## src/rtl/io_pkg.sv

```systemverilog
// Shared types and default sizing for the board input conditioner.
package io_pkg;

    typedef enum logic {
        DB_STABLE = 1'b0,
        DB_COUNT  = 1'b1
    } db_state_e;

    localparam int unsigned IO_NUM_BTN   = 4;
    localparam int unsigned IO_NUM_SW    = 32;
    localparam int unsigned IO_DB_CYCLES = 500000;
    localparam int unsigned IO_DB_CNT_W  = 20;

endpackage

```

## src/rtl/io_input_conditioner_if.sv

```systemverilog
// Raw board pins in, conditioned levels/pulses/flags out.
// master: board/stimulus side; slave: the conditioner.
interface io_input_conditioner_if
    import io_pkg::*;
#(
    parameter int unsigned NUM_BTN = IO_NUM_BTN,
    parameter int unsigned NUM_SW  = IO_NUM_SW
);

    logic [NUM_BTN-1:0] i_btn_raw;
    logic [NUM_SW-1:0]  i_sw_raw;
    logic [NUM_BTN-1:0] i_evt_clr;
    logic [NUM_BTN-1:0] o_io_btn;
    logic [NUM_SW-1:0]  o_io_sw;
    logic [NUM_BTN-1:0] o_btn_rise;
    logic [NUM_BTN-1:0] o_btn_evt;

    modport master (
        output i_btn_raw, i_sw_raw, i_evt_clr,
        input  o_io_btn, o_io_sw, o_btn_rise, o_btn_evt
    );

    modport slave (
        input  i_btn_raw, i_sw_raw, i_evt_clr,
        output o_io_btn, o_io_sw, o_btn_rise, o_btn_evt
    );

endinterface

```

## src/rtl/btn_debounce_cell.sv

```systemverilog
// One push-button: 2-FF sync, polarity normalisation, counter debounce,
// and a one-cycle pulse on the accepted press.
module btn_debounce_cell
    import io_pkg::*;
#(
    parameter int unsigned DB_CYCLES      = IO_DB_CYCLES,
    parameter int unsigned DB_CNT_W       = IO_DB_CNT_W,
    parameter bit          BTN_ACTIVE_LOW = 1'b1
) (
    input  logic i_clk,
    input  logic i_rst_n,
    input  logic i_btn_raw,
    output logic o_level,
    output logic o_rise
);

    // Raw pin value when the button is not pressed.
    localparam logic                RAW_IDLE = BTN_ACTIVE_LOW;
    localparam logic [DB_CNT_W-1:0] CNT_LAST = DB_CNT_W'(DB_CYCLES - 1);

    logic                sync1;
    logic                sync2;
    logic                pressed;
    db_state_e           state;
    logic [DB_CNT_W-1:0] cnt;

    // Synchroniser resets to the idle pin level so release after reset is edge-free.
    always_ff @(posedge i_clk or negedge i_rst_n) begin
        if (!i_rst_n) begin
            sync1 <= RAW_IDLE;
            sync2 <= RAW_IDLE;
        end else begin
            sync1 <= i_btn_raw;
            sync2 <= sync1;
        end
    end

    assign pressed = sync2 ^ RAW_IDLE;

    // Debounce FSM: a change must persist DB_CYCLES cycles; any bounce aborts the count.
    always_ff @(posedge i_clk or negedge i_rst_n) begin
        if (!i_rst_n) begin
            state   <= DB_STABLE;
            cnt     <= '0;
            o_level <= 1'b0;
            o_rise  <= 1'b0;
        end else begin
            o_rise <= 1'b0;
            case (state)
                DB_STABLE: begin
                    cnt <= '0;
                    if (pressed != o_level) begin
                        state <= DB_COUNT;
                        cnt   <= DB_CNT_W'(1);
                    end
                end
                DB_COUNT: begin
                    if (pressed == o_level) begin
                        state <= DB_STABLE;
                        cnt   <= '0;
                    end else if (cnt == CNT_LAST) begin
                        o_level <= pressed;
                        o_rise  <= pressed;
                        state   <= DB_STABLE;
                        cnt     <= '0;
                    end else begin
                        cnt <= cnt + 1'b1;
                    end
                end
                default: begin
                    state <= DB_STABLE;
                    cnt   <= '0;
                end
            endcase
        end
    end

endmodule

```

## src/rtl/io_input_conditioner.sv

```systemverilog
// Board input conditioner: debounced buttons, synchronised switches,
// optional sticky press flags (enabled by defining IO_EVT_LATCH_EN).
module io_input_conditioner
    import io_pkg::*;
#(
    parameter int unsigned NUM_BTN        = IO_NUM_BTN,
    parameter int unsigned NUM_SW         = IO_NUM_SW,
    parameter int unsigned DB_CYCLES      = IO_DB_CYCLES,
    parameter int unsigned DB_CNT_W       = IO_DB_CNT_W,
    parameter bit          BTN_ACTIVE_LOW = 1'b1
) (
    input logic             i_clk,
    input logic             i_rst_n,
    io_input_conditioner_if.slave io
);

    logic [NUM_BTN-1:0] btn_level;
    logic [NUM_BTN-1:0] btn_rise;
    logic [NUM_SW-1:0]  sw_meta;
    logic [NUM_SW-1:0]  sw_sync;

    for (genvar g = 0; g < NUM_BTN; g++) begin : g_btn
        btn_debounce_cell #(
            .DB_CYCLES     (DB_CYCLES),
            .DB_CNT_W      (DB_CNT_W),
            .BTN_ACTIVE_LOW(BTN_ACTIVE_LOW)
        ) u_cell (
            .i_clk    (i_clk),
            .i_rst_n  (i_rst_n),
            .i_btn_raw(io.i_btn_raw[g]),
            .o_level  (btn_level[g]),
            .o_rise   (btn_rise[g])
        );
    end

    // Switches: plain 2-FF synchroniser, no debounce.
    always_ff @(posedge i_clk or negedge i_rst_n) begin
        if (!i_rst_n) begin
            sw_meta <= '0;
            sw_sync <= '0;
        end else begin
            sw_meta <= io.i_sw_raw;
            sw_sync <= sw_meta;
        end
    end

    assign io.o_io_btn   = btn_level;
    assign io.o_btn_rise = btn_rise;
    assign io.o_io_sw    = sw_sync;

`ifdef IO_EVT_LATCH_EN
    logic [NUM_BTN-1:0] btn_evt;

    // Sticky press flags; a press arriving with a clear keeps the flag set.
    always_ff @(posedge i_clk or negedge i_rst_n) begin
        if (!i_rst_n) begin
            btn_evt <= '0;
        end else begin
            btn_evt <= (btn_evt & ~io.i_evt_clr) | btn_rise;
        end
    end

    assign io.o_btn_evt = btn_evt;
`else
    logic unused_evt_clr;

    assign unused_evt_clr = ^io.i_evt_clr;
    assign io.o_btn_evt   = '0;
`endif

endmodule

```

## src/flat_wrapper.sv

```systemverilog
// flat-port wrapper written by rule: the top's interface ports become plain ports
module io_input_conditioner_flat import io_pkg::*;
#(
    parameter int unsigned NUM_BTN        = IO_NUM_BTN,
    parameter int unsigned NUM_SW         = IO_NUM_SW,
    parameter int unsigned DB_CYCLES      = IO_DB_CYCLES,
    parameter int unsigned DB_CNT_W       = IO_DB_CNT_W,
    parameter bit          BTN_ACTIVE_LOW = 1'b1
)
  (i_clk, i_rst_n, io_i_btn_raw, io_i_sw_raw, io_i_evt_clr, io_o_io_btn, io_o_io_sw, io_o_btn_rise, io_o_btn_evt);
  io_input_conditioner_if #(.NUM_BTN(NUM_BTN), .NUM_SW(NUM_SW)) io_i ();
  input logic i_clk;
  input logic i_rst_n;
  input wire logic [$bits(io_i.i_btn_raw)-1:0] io_i_btn_raw;
  input wire logic [$bits(io_i.i_sw_raw)-1:0] io_i_sw_raw;
  input wire logic [$bits(io_i.i_evt_clr)-1:0] io_i_evt_clr;
  output wire logic [$bits(io_i.o_io_btn)-1:0] io_o_io_btn;
  output wire logic [$bits(io_i.o_io_sw)-1:0] io_o_io_sw;
  output wire logic [$bits(io_i.o_btn_rise)-1:0] io_o_btn_rise;
  output wire logic [$bits(io_i.o_btn_evt)-1:0] io_o_btn_evt;
  assign io_i.i_btn_raw = io_i_btn_raw;
  assign io_i.i_sw_raw = io_i_sw_raw;
  assign io_i.i_evt_clr = io_i_evt_clr;
  assign io_o_io_btn = io_i.o_io_btn;
  assign io_o_io_sw = io_i.o_io_sw;
  assign io_o_btn_rise = io_i.o_btn_rise;
  assign io_o_btn_evt = io_i.o_btn_evt;
  io_input_conditioner #(.NUM_BTN(NUM_BTN), .NUM_SW(NUM_SW), .DB_CYCLES(DB_CYCLES), .DB_CNT_W(DB_CNT_W), .BTN_ACTIVE_LOW(BTN_ACTIVE_LOW)) u_core (.i_clk(i_clk), .i_rst_n(i_rst_n), .io(io_i));
endmodule
```

## config.mk

```make
export PLATFORM = sky130hd
export DESIGN_NAME = io_input_conditioner_flat
export DESIGN_NICKNAME = d
export VERILOG_FILES = /design/src/rtl/io_pkg.sv /design/src/rtl/io_input_conditioner_if.sv /design/src/rtl/btn_debounce_cell.sv /design/src/rtl/io_input_conditioner.sv /design/src/flat_wrapper.sv
export SDC_FILE = /design/constraint.sdc
export NUM_CORES = 1
export LEC_CHECK = 0
export BUFFER_PORTS_ARGS = -buffer_cell sky130_fd_sc_hd__buf_2
export CAP_MARGIN = 25
export CORE_MARGIN = 2
export CORE_UTILIZATION = 51
export CTS_CLUSTER_SIZE = 8
export DETAILED_ROUTE_END_ITERATION = 8
export GPL_TIMING_DRIVEN = 1
export PLACE_DENSITY = 0.72
export SLEW_MARGIN = 10
export SYNTH_ARGS = -nofsm -noshare
export SYNTH_HDL_FRONTEND = slang
export SYNTH_SLANG_ARGS = --single-unit
export TNS_END_PERCENT = 1
```

## constraint.sdc

```tcl
create_clock -name i_clk -period 3.05 [get_ports i_clk]
set_clock_uncertainty 0.05 [all_clocks]
set_input_delay 0.915 -clock i_clk [delete_from_list [all_inputs] [get_ports i_clk]]
set_output_delay 0.915 -clock i_clk [all_outputs]
set_load 0.005 [all_outputs]
```

==> flow_metrics.py, run 1 <==
metrics = {
    "outcome": {
        "status": "completed",
    },
    "yosys": {
        "synth_top_family_by_area": "simple AND/OR/NAND/NOR gates",
        "synth_edf_count": 0,
        "netlist_area_mm2": 0.00656,
        "post_synth_xor_area_fraction_pct": 8.14,
        "ys_top_cells_by_count": "sky130_fd_sc_hd__dfrtp_1, sky130_fd_sc_hd__nor2_1, sky130_fd_sc_hd__xnor2_1",
        "synth_top_cell_area_share_pct": 59.5,
        "synth.distinct_cells": 47,
        "synth_top_cells_by_area": "sky130_fd_sc_hd__dfrtp_1, sky130_fd_sc_hd__xnor2_1, sky130_fd_sc_hd__nor2_1, sky130_fd_sc_hd__dfstp_2, sky130_fd_sc_hd__nand4_1",
        "postSynth.asyncResetShare_pct": 100,
        "synth-seq-area-share_pct": 62.7,
        "synth.area.mux_share_pct": 1.39,
        "synth_seq_cells": 164,
        "synth_compound_area_share_pct": 3.79,
        "cells_after_synth": 562,
        "yosysTopAreaCell": "sky130_fd_sc_hd__dfrtp_1",
        "top_count_cell_post_synth": "sky130_fd_sc_hd__dfrtp_1",
        "syn_avg_cell_area_um2": 11.7,
        "post_synth_and_or_nand_nor_area_fraction_pct": 19.8,
        "synth_top_flop_cell": "sky130_fd_sc_hd__dfrtp_1",
        "synth-adder-area-share_pct": 0.762,
        "yosys_warnings": 0,
    },
    "setup_path": {
        "worst_setup_path_end_kind": "flip-flop",
        "rr_endpoint": "u_core.g_btn[1].u_cell.cnt[2]$_DFF_PN0_",
        "worstReg2RegStart": "u_core.g_btn[1].u_cell.cnt[0]$_DFF_PN0_",
        "setup.worst_path.class": "reg -> reg",
        "critical_path_data_arrival_time_ps": 2600,
        "cp.required_ps": 3290,
        "timing.reg2reg.worst_path_depth": 5,
        "r2r_setup_slack_ps": 690,
        "worstSetupStartpointType": "flip-flop",
        "crit_path_max_fanout": 15,
    },
    "floorplan": {
        "die-area_mm2": 0.0138,
        "initial_utilization_pct": 52.2,
        "chipWidth_um": 117,
        "overall_die_height_um": 117,
        "ioPinCount": 86,
        "placeableCoreArea_mm2": 0.0126,
        "num_rows": 41,
    },
    "drt": {
        "routed_wl_um": 12200,
        "antenna_violating_nets_left": 0,
        "via_per_inst": 5.39,
        "detail_route.drc_violations": 0,
        "drt_pre_antenna_iters": 5,
        "vias": 4466,
        "drt-initial-drc-count": 361,
        "avgRoutedWirePerCell_um": 14.8,
    },
    "timing": {
        "layout_min_cycle_time_ps": 2360,
        "worstMarginPinSlew_ps": 609,
        "rsz0062_at_grt": "no",
        "timing.final.setup_violations": 0,
        "min_period_over_period_pct": 77.3,
        "timing.setup.tns_ps": 0,
        "final-max-slew-violation-count": 0,
        "final_hold_viol_count": 0,
        "slew_headroom_pct": 59.4,
        "post_route_hold_slack_ps": 299,
        "maxClockFrequency_ghz": 0.424,
    },
    "clock_tree": {
        "hold_buffers": 0,
        "cts_root_buf": "sky130_fd_sc_hd__clkbuf_16",
        "clock_insertion_delay_worst_skew_ps": 430,
        "cts-htree-levels": 4,
        "clkSlewWorstSetupHoldPaths_ps": 70,
        "clock_sink_count": 164,
        "tritoncts_clock_tree": "done",
        "postCtsSetupRepairBufs": 0,
        "clockBufferDepth": 2,
        "postCtsResizedCells": 0,
        "cts_buffers": 17,
    },
    "place": {
        "place_hpwl_um": 8230,
        "placement.io_buffers": 77,
        "gp_congestion": 0.875,
        "post-place-cells": 796,
    },
    "min_path": {
        "worst_hold_path_type": "reg -> reg",
        "holdPathStages": 0,
        "min_to": "u_core.io.o_io_sw[12]$_DFF_PN0_",
        "timing.hold.worst.start": "u_core.sw_meta[12]$_DFF_PN0_",
    },
    "finish": {
        "num_antenna_cells": 0,
        "syn_to_final_growth_pct": 17.6,
        "final_net_count": 689,
        "final_cells": 828,
        "drive_above_1_share_pct": 21.3,
        "final_core_utilization_pct": 61.4,
    },
    "power": {
        "power.static_leakage_nw": 3.22,
        "powerDensity_mw_per_mm2": 603,
        "max-vdd-ir-drop_uv": 452,
    },
    "grt": {
        "grt_overflow_total": 0,
        "wire_length_of_the_first_global_routing_pass_um": 21100,
        "antenna_found_initial": 0,
        "grt_pass1_vias": 4442,
        "global_route.usage.total_pct": 19.2,
        "grt_start_max_net_pins": 61,
    },
    "job": {
        "drv.max_cap_violation_count": 0,
    },
}
-- registers in the layout, summed over array words and instances (netlist names) --
register                     count
u_core.io.o_io_sw               32
u_core.g_btn.u_cell.sync2        4
u_core.g_btn.u_cell.o_rise       4
u_core.g_btn.u_cell.cnt         80
u_core.g_btn.u_cell.sync1        4
u_core.g_btn.u_cell.o_level      4
u_core.sw_meta                  32
u_core.g_btn.u_cell.state        4
-- critical path, cell delays in order, from the launching register on --
cell	delay, ps
sky130_fd_sc_hd__dfrtp_1	420
sky130_fd_sc_hd__ha_1	240
sky130_fd_sc_hd__nand4_1	320
sky130_fd_sc_hd__or4_4	550
sky130_fd_sc_hd__o21ai_2	530
sky130_fd_sc_hd__nor2_1	120
-- report_power, final --
group	switching [mW]	leakage [nW]	internal, mW
registers	0.0290	2.10	2.24
clock network	0.981	0.311	1.26
logic	0.0928	0.810	0.0555
-- cells by family after synthesis --
logic type / Yosys count
flip-flops: 164
AND/OR/NAND/NOR: 243
adder cells (fa/ha/maj): 4
XOR/XNOR: 61
multiplexers: 9
AO/OA/AOI/OAI: 38
buffers and inverters: 42
other: 1
-- worst max path at each step --
stage                                             from                                       end  slack (ps)  cells past startpoint
2_1_floorplan  u_core.g_btn[1].u_cell.cnt[0]$_DFF_PN0_  u_core.g_btn[1].u_cell.cnt[10]$_DFF_PN0_        1100                      6
3_3_place_gp   u_core.g_btn[1].u_cell.cnt[0]$_DFF_PN0_  u_core.g_btn[1].u_cell.cnt[14]$_DFF_PN0_         730                      5
3_5_place_dp   u_core.g_btn[1].u_cell.cnt[0]$_DFF_PN0_  u_core.g_btn[1].u_cell.cnt[13]$_DFF_PN0_         670                      5
4_1_cts        u_core.g_btn[1].u_cell.cnt[0]$_DFF_PN0_   u_core.g_btn[1].u_cell.cnt[2]$_DFF_PN0_         670                      5
5_1_grt        u_core.g_btn[1].u_cell.cnt[0]$_DFF_PN0_  u_core.g_btn[1].u_cell.cnt[13]$_DFF_PN0_         480                      5
6_report       u_core.g_btn[1].u_cell.cnt[0]$_DFF_PN0_   u_core.g_btn[1].u_cell.cnt[2]$_DFF_PN0_         690                      5
-- final cells by class --
type,count,area [µm²]
Fill cell,999,4850
Inverter,20,75.1
Clock inverter,15,205
Timing Repair Buffer,81,447
Sequential cell,164,4110
Multi-Input combinational cell,359,2240
Clock buffer,17,425
Tap cell,172,215
-- cell usage in the layout (no fill, tap or decap), types with 4 or more instances in the layout --
master and count:
sky130_fd_sc_hd__nand2_1 27, sky130_fd_sc_hd__nor4b_1 8, sky130_fd_sc_hd__xor2_1 16, sky130_fd_sc_hd__ha_1 4, sky130_fd_sc_hd__nor4_1 20, sky130_fd_sc_hd__dfstp_2 8
sky130_fd_sc_hd__a31oi_1 4, sky130_fd_sc_hd__inv_1 20, sky130_fd_sc_hd__inv_8 5, sky130_fd_sc_hd__o21ai_0 5, sky130_fd_sc_hd__clkbuf_16 17, sky130_fd_sc_hd__buf_2 76
sky130_fd_sc_hd__nor3_1 22, sky130_fd_sc_hd__inv_6 4, sky130_fd_sc_hd__or4_1 7, sky130_fd_sc_hd__o31ai_1 7, sky130_fd_sc_hd__xnor2_1 45, sky130_fd_sc_hd__and3_1 6
sky130_fd_sc_hd__a21oi_1 12, sky130_fd_sc_hd__or3_1 4, sky130_fd_sc_hd__mux2i_1 8, sky130_fd_sc_hd__nand3_1 25, sky130_fd_sc_hd__dfrtp_1 156, sky130_fd_sc_hd__nor2_1 79
sky130_fd_sc_hd__or2_2 6, sky130_fd_sc_hd__conb_1 4, sky130_fd_sc_hd__nand4_1 23
-- through the flow --
step                worst slack (ps)  total power, mW  instance area [µm²]
floorplan                       1100             2.35                 6580
global placement                 732             2.45                 7090
detailed placement               672             2.46                 7090
CTS                              667             4.71                 7720
global route                     484             4.83                 7720
finish                           692             4.66                 7720
-- layer usage --
metal / track usage [%] / vias to the layer above / part of all wire [%]
met5: 0 / - / 0
met4: 7.45 / 0 / 1.7
met3: 5.30 / 22 / 4.9
met2: 30.5 / 126 / 49
met1: 25.3 / 2212 / 44
li1: - / 2106 / -
Power figures use the tool's default switching activity.
==> inputs of run 2 (changes only) <==
--- a/config.mk
+++ b/config.mk
@@ -5,6 +5,7 @@
 export SDC_FILE = /design/constraint.sdc
 export NUM_CORES = 1
 export LEC_CHECK = 0
+export ABC_AREA = 1
 export BUFFER_PORTS_ARGS = -buffer_cell sky130_fd_sc_hd__buf_2
 export CAP_MARGIN = 25
 export CORE_MARGIN = 2
@@ -12,7 +13,7 @@
 export CTS_CLUSTER_SIZE = 8
 export DETAILED_ROUTE_END_ITERATION = 8
 export GPL_TIMING_DRIVEN = 1
-export PLACE_DENSITY = 0.72
+export PLACE_DENSITY = 0.71
 export SLEW_MARGIN = 10
 export SYNTH_ARGS = -nofsm -noshare
 export SYNTH_HDL_FRONTEND = slang
==> constraint.sdc (replaced) <==
create_clock -name i_clk -period 2.5 [get_ports i_clk]
set_clock_uncertainty 0.05 [all_clocks]
set_input_delay 0.75 -clock i_clk [delete_from_list [all_inputs] [get_ports i_clk]]
set_output_delay 0.75 -clock i_clk [all_outputs]
set_load 0.005 [all_outputs]
==> run 2 against run 1 <==
Net effect: worst setup slack improved by 26 ps; synthesized cell count grew 43%; register-to-register slack improved by 60 ps; routed wire length grew 7.8%; global-route usage increased by 0.26 points; critical path type is now reg -> out; critical endpoint is now io_o_io_btn[0]; largest cell class unchanged.
==> flow_metrics.py, run 2 <==
metrics = {
    "setup_path": {
        "worstSetupStartpointType": "flip-flop",
        "worstReg2RegStart": "u_core.g_btn[1].u_cell.cnt[0]$_DFF_PN0_",
        "worst_setup_path_end_kind": "output pin",
        "crit_path_max_fanout": 4,
        "crit_start": "u_core.g_btn[0].u_cell.o_level$_DFFE_PN0P_",
        "crit_slowest_cell": "sky130_fd_sc_hd__dfrtp_1",
        "critical_path_data_arrival_time_ps": 980,
        "critical_path.max_stage_delay_ps": 410,
        "setup.worst_path.class": "reg -> out",
        "worstPathCellList": "buf_2",
        "critical_path.top_delay_family": "flip-flops",
        "crit_buf_inv": 1,
        "cp.required_ps": 1700,
    },
    "power": {
        "power_frac_seq_pct": 49.9,
        "power.static_leakage_nw": 3.76,
        "clockPowerShare_pct": 45.6,
        "internal_power_mw": 4.26,
        "powerDensity_mw_per_mm2": 675,
        "netSwitchingPower_mw": 1.31,
        "share_comb_of_total_power_pct": 4.5,
        "switching_share_pct": 23.5,
        "max-vdd-ir-drop_uv": 525,
        "fin_total_pwr_mw": 5.57,
    },
    "floorplan": {
        "num_rows": 43,
        "die-area_mm2": 0.0149,
        "chipWidth_um": 122,
        "placeableCoreArea_mm2": 0.0137,
        "initial_utilization_pct": 51.8,
        "ioPinCount": 86,
        "overall_die_height_um": 122,
    },
    "yosys": {
        "synth-seq-area-share_pct": 57.9,
        "synth.distinct_cells": 30,
        "synth_top_cell_area_share_pct": 54.9,
        "cells_after_synth": 804,
        "netlist_area_mm2": 0.00711,
        "top_count_cell_post_synth": "sky130_fd_sc_hd__nand2_1",
        "syn_avg_cell_area_um2": 8.84,
        "synth_top_cells_by_area": "sky130_fd_sc_hd__dfrtp_1, sky130_fd_sc_hd__nand2_1, sky130_fd_sc_hd__nor2_1, sky130_fd_sc_hd__inv_1, sky130_fd_sc_hd__nand3_1",
        "postSynth.asyncResetShare_pct": 100,
        "synth_top_flop_cell": "sky130_fd_sc_hd__dfrtp_1",
        "yosysTopAreaCell": "sky130_fd_sc_hd__dfrtp_1",
        "synth_edf_count": 0,
        "yosys_warnings": 0,
        "ys_top_cells_by_count": "sky130_fd_sc_hd__nand2_1, sky130_fd_sc_hd__nor2_1, sky130_fd_sc_hd__dfrtp_1",
        "synth_seq_cells": 164,
    },
    "drt": {
        "via_per_inst": 4.73,
        "routed.top_layer": "met4",
        "avgRoutedWirePerCell_um": 12.2,
        "wl_met3_um": 526,
        "drt_pre_antenna_iters": 4,
        "drt-initial-drc-count": 332,
        "vias": 5129,
        "antenna_violating_nets_left": 0,
        "detail_route.wirelength.met1_um": 6370,
        "met2_wirelength_um": 6080,
        "routed_wl_um": 13200,
        "detail_route.drc_violations": 0,
    },
    "clock_tree": {
        "cts_root_buf": "sky130_fd_sc_hd__clkbuf_16",
        "clock_insertion_delay_worst_skew_ps": 430,
        "cts-htree-levels": 4,
        "tritoncts_clock_tree": "done",
        "cts_buffers": 17,
        "clkSlewWorstSetupHoldPaths_ps": 70,
        "clockBufferDepth": 2,
        "hold_buffers": 0,
        "clock_sink_count": 164,
        "postCtsSetupRepairBufs": 0,
        "postCtsResizedCells": 0,
    },
    "outcome": {
        "status": "completed",
    },
    "finish": {
        "final_cells": 1084,
        "mostFrequentLayoutCell": "sky130_fd_sc_hd__nand2_1",
        "largest_register_ffs": 80,
        "fillers": 1191,
        "final_core_utilization_pct": 60.2,
        "drive_above_1_share_pct": 18.0,
        "final_net_count": 937,
        "mostFrequentLayoutCells": "sky130_fd_sc_hd__nand2_1, sky130_fd_sc_hd__nor2_1, sky130_fd_sc_hd__dfrtp_1",
        "num_antenna_cells": 0,
        "max_flop_register": "u_core.g_btn.u_cell.cnt",
        "syn_to_final_growth_pct": 16.1,
    },
    "grt": {
        "grt_pass1_vias": 4822,
        "global_route.usage.total_pct": 19.5,
        "grt_overflow_total": 0,
        "antenna_found_initial": 0,
        "wire_length_of_the_first_global_routing_pass_um": 22600,
        "grt_start_max_net_pins": 57,
    },
    "min_path": {
        "worst_hold_path_type": "in -> async",
    },
    "timing": {
        "maxClockFrequency_ghz": 0.561,
        "final_hold_viol_count": 0,
        "min_period_over_period_pct": 71.3,
        "slew_headroom_pct": 61.5,
        "final-max-slew-violation-count": 0,
        "timing.final.setup_violations": 0,
        "fin_ws_ps": 718,
        "rsz0062_at_grt": "no",
        "layout_min_cycle_time_ps": 1780,
        "timing.setup.tns_ps": 0,
        "worstMarginPinSlew_ps": 577,
    },
    "place": {
        "detailedPlace.worstSlack_ps": 757,
        "place_hpwl_um": 9500,
        "post-place-cells": 1052,
        "gp_congestion": 0.864,
        "placement.io_buffers": 77,
    },
    "job": {
        "drv.max_cap_violation_count": 0,
    },
}
[run 2: cell types whose count changed after synthesis, sizes merged, moves of 15 or more]
| cell | previous run | this run |
|---|---|---|
| inv | 20 | 93 |
| nand2 | 27 | 188 |
| nand3 | 25 | 51 |
| nand4 | 24 | 9 |
| nor2 | 79 | 196 |
| nor4 | 23 | 0 |
| xnor2 | 45 | 3 |
[run 2: final timing paths]
path                                                            end  slack [ps]  cells after the start
max                                                  io_o_io_btn[0]         720                      1
min                        u_core.g_btn[3].u_cell.cnt[15]$_DFF_PN0_         220                      1
max reg2reg                 u_core.g_btn[1].u_cell.cnt[0]$_DFF_PN0_         750                      6
min reg2reg                         u_core.io.o_io_sw[27]$_DFF_PN0_         300                      0
max in group asynchronous    u_core.g_btn[0].u_cell.sync2$_DFF_PN1_        1490                      2
min in group i_clk                  u_core.io.o_io_sw[27]$_DFF_PN0_         300                      0
[run 2: power groups by stage]
stage	logic [mW]	clock network [mW]	registers, mW
after CTS	0.261	2.59	2.78
after floorplan	0.117	0	2.82
final	0.252	2.54	2.78
after global routing	0.291	2.71	2.78
after detailed placement	0.259	0	2.83
after global placement	0.253	0	2.82
[run 2: metrics by stage]
| step | hold WS (ps) | area (µm²) |
|---|---|---|
| floorplan | 281 | 7120 |
| global placement | 281 | 7680 |
| detailed placement | 285 | 7680 |
| CTS | 247 | 8260 |
| global route | 267 | 8260 |
| finish | 219 | 8260 |
[run 2: logic make-up after synthesis]
family	synth area share, %
buffers and inverters	6.71
AOI/OAI and AO/OA	2.73
DFF	57.9
adders and majority gates	0.704
and+or+nand+nor	28.6
other	0.0528
xor gates and xnor gates	3.33
[run 2: cell type report]
class                      instances  area, µm²  area share [%]
clock buffer                      19        443            5.37
clock inverter                    13        136            1.65
inverter                          93        349            4.23
multi-input combinational        534       2530            30.6
sequential                       164       4110            49.8
tap                              180        225            2.73
timing repair buffer              81        459            5.56
[run 2: metal layers]
metal | global-route usage (%) | vias up
met1 | 27.3 | 2401
met2 | 29.6 | 84
met5 | 0 | -
met4 | 7.04 | 0
met3 | 4.82 | 15
li1 | - | 2629
==> inputs of run 3 (changes only) <==
==> constraint.sdc (replaced) <==
create_clock -name i_clk -period 1.8 [get_ports i_clk]
set_clock_uncertainty 0.05 [all_clocks]
set_input_delay 0.54 -clock i_clk [delete_from_list [all_inputs] [get_ports i_clk]]
set_output_delay 0.54 -clock i_clk [all_outputs]
set_load 0.005 [all_outputs]
==> run 3 against run 2 <==
Net effect: count of clock-buffer cells in the layout is the same; sequential power up 39%; final area up 0.99%; highest routed layer unchanged; sequential share of layout area fell by 0.49 points; first-iteration DRC count increased by 22%; routed wire length is 0.13% lower; die area did not move; global-route usage up 0.18 points; register-to-register slack worse by 540 ps; cell count rose by 0.55%; critical endpoint is now u_core.g_btn[3].u_cell.cnt[16]$_DFF_PN0_.
==> flow_metrics.py, run 3 (synthesis results as in run 2) <==
metrics = {
    "floorplan": {
        "die-area_mm2": 0.0149,
        "placeableCoreArea_mm2": 0.0137,
        "ioPinCount": 86,
        "overall_die_height_um": 122,
        "chipWidth_um": 122,
        "initial_utilization_pct": 51.8,
        "num_rows": 43,
    },
    "drt": {
        "drt_pre_antenna_iters": 5,
        "via_per_inst": 4.70,
        "vias": 5123,
        "avgRoutedWirePerCell_um": 12.1,
        "drt-initial-drc-count": 406,
        "routed_wl_um": 13200,
        "antenna_violating_nets_left": 0,
        "detail_route.drc_violations": 0,
    },
    "timing": {
        "timing.setup.tns_ps": 0,
        "timing.final.setup_violations": 0,
        "min_period_over_period_pct": 88.6,
        "final_hold_viol_count": 0,
        "maxClockFrequency_ghz": 0.627,
        "final-max-slew-violation-count": 0,
        "post_route_hold_slack_ps": 159,
        "rsz0062_at_grt": "no",
        "layout_min_cycle_time_ps": 1590,
        "fin_ws_ps": 205,
    },
    "clock_tree": {
        "cts_buffers": 17,
        "cts-htree-levels": 4,
        "clkSlewWorstSetupHoldPaths_ps": 60,
        "hold_buffers": 1,
        "clock_sink_count": 164,
        "clockBufferDepth": 2,
        "postCtsSetupRepairBufs": 0,
        "postCtsResizedCells": 0,
        "clock_insertion_delay_worst_skew_ps": 430,
        "cts_root_buf": "sky130_fd_sc_hd__clkbuf_16",
        "tritoncts_clock_tree": "done",
    },
    "grt": {
        "global_route.usage.total_pct": 19.7,
        "grt_start_max_net_pins": 42,
        "wire_length_of_the_first_global_routing_pass_um": 22500,
        "grt_pass1_vias": 4755,
        "grt_overflow_total": 0,
        "antenna_found_initial": 0,
    },
    "power": {
        "power.static_leakage_nw": 3.80,
        "powerDensity_mw_per_mm2": 952,
        "max-vdd-ir-drop_uv": 727,
    },
    "setup_path": {
        "critical_path.most_common_cell": "sky130_fd_sc_hd__nor2_1",
        "critical_path.max_stage_delay_ps": 380,
        "timing.reg2reg.worst_path_depth": 8,
        "crit_buf_inv": 0,
        "r2r_setup_slack_ps": 210,
        "crit_path_max_fanout": 4,
        "worstSetupStartpointType": "flip-flop",
        "worstPathCellList": "ha_1 > nand2_1 > nor2_2 > nand2_1 > nor2_1 > nand3_1 > nor2_1 > nor2_1",
        "critical_path.top_delay_family": "simple AND/OR/NAND/NOR gates",
        "worstReg2RegStart": "u_core.g_btn[3].u_cell.cnt[0]$_DFF_PN0_",
        "critical_path_data_arrival_time_ps": 1860,
        "crit_slowest_cell": "sky130_fd_sc_hd__dfrtp_1",
        "worst_setup_path_end_kind": "flip-flop",
        "cp.required_ps": 2060,
        "rr_endpoint": "u_core.g_btn[3].u_cell.cnt[16]$_DFF_PN0_",
        "setup.worst_path.class": "reg -> reg",
    },
    "min_path": {
        "min_to": "u_core.g_btn[1].u_cell.sync1$_DFF_PN1_",
        "timing.hold.worst.start": "io_i_btn_raw[1]",
        "worst_hold_path_type": "in -> reg",
        "holdPathStages": 1,
    },
    "finish": {
        "max_flop_register": "u_core.g_btn.u_cell.cnt",
        "fillers": 1191,
        "num_antenna_cells": 0,
        "largest_register_ffs": 80,
        "syn_to_final_growth_pct": 17.3,
        "drive_above_1_share_pct": 18.5,
        "mostFrequentLayoutCell": "sky130_fd_sc_hd__nand2_1",
        "final_core_utilization_pct": 60.8,
        "mostFrequentLayoutCells": "sky130_fd_sc_hd__nand2_1, sky130_fd_sc_hd__nor2_1, sky130_fd_sc_hd__dfrtp_1",
        "final_net_count": 943,
    },
    "place": {
        "place_hpwl_um": 9450,
        "placement.io_buffers": 77,
        "gp_congestion": 0.876,
        "detailedPlace.worstSlack_ps": 236,
    },
    "outcome": {
        "status": "completed",
    },
    "job": {
        "drv.max_cap_violation_count": 0,
    },
}
==> run 3: changes by cell type in the layout (fill, tap and decap cells not counted) <==
cell	delta
sky130_fd_sc_hd__buf_4	+5
sky130_fd_sc_hd__bufinv_16	+2
sky130_fd_sc_hd__inv_8	-2
sky130_fd_sc_hd__clkinv_2	+1
sky130_fd_sc_hd__dlygate4sd3_1	+1
sky130_fd_sc_hd__inv_6	-1
==> run 3: stage by stage <==
stage / cell area [µm²] / std cells / power, mW
5_1_grt: 8340 / 1090 / 8.26
2_1_floorplan: 7120 / 807 / 4.08
4_1_cts: 8340 / 1090 / 8.04
3_3_place_gp: 7710 / 1057 / 4.29
3_5_place_dp: 7710 / 1057 / 4.30
6_report: 8340 / 1090 / 7.94
==> run 3: area by class of cell <==
class | count | area (µm²) | area share (%)
clock buffer | 19 | 443 | 5.31
clock inverter | 13 | 170 | 2.04
inverter | 93 | 349 | 4.19
multi-input combinational | 534 | 2530 | 30.3
sequential | 164 | 4110 | 49.3
tap | 180 | 225 | 2.70
timing repair buffer | 87 | 507 | 6.08
==> run 3: where the power goes <==
group          switching [mW]  total (mW)  internal, mW
Combinational           0.229       0.364         0.135
Sequential             0.0450        3.86          3.81
Clock                    1.47        3.71          2.24
==> run 3: worst max-delay path by stage <==
stage | start | end | slack, ps | cells after the start
floorplan | u_core.g_btn[2].u_cell.sync2$_DFF_PN1_ | u_core.g_btn[2].u_cell.state$_DFF_PN0_ | 420 | 7
global placement | u_core.g_btn[2].u_cell.cnt[0]$_DFF_PN0_ | u_core.g_btn[2].u_cell.cnt[0]$_DFF_PN0_ | 290 | 7
detailed placement | u_core.g_btn[2].u_cell.cnt[0]$_DFF_PN0_ | u_core.g_btn[2].u_cell.cnt[0]$_DFF_PN0_ | 240 | 7
CTS | u_core.g_btn[1].u_cell.o_level$_DFFE_PN0P_ | io_o_io_btn[1] | 220 | 1
global route | u_core.g_btn[3].u_cell.cnt[0]$_DFF_PN0_ | u_core.g_btn[3].u_cell.cnt[16]$_DFF_PN0_ | 70 | 8
finish | u_core.g_btn[3].u_cell.cnt[0]$_DFF_PN0_ | u_core.g_btn[3].u_cell.cnt[16]$_DFF_PN0_ | 210 | 8
==> run 3: layer usage <==
layer,wire (µm),track usage (%)
met2,6050,29.3
met3,525,5.06
met5,0,0
met4,161,6.82
met1,6420,28.1
==> run 3: worst register-to-register path: cells and delay by family, from the launching register on <==
family / cells / cell delay, ps
and+or+nand+nor: 7 / 880
adders and majority gates: 1 / 180
DFF: 1 / 380
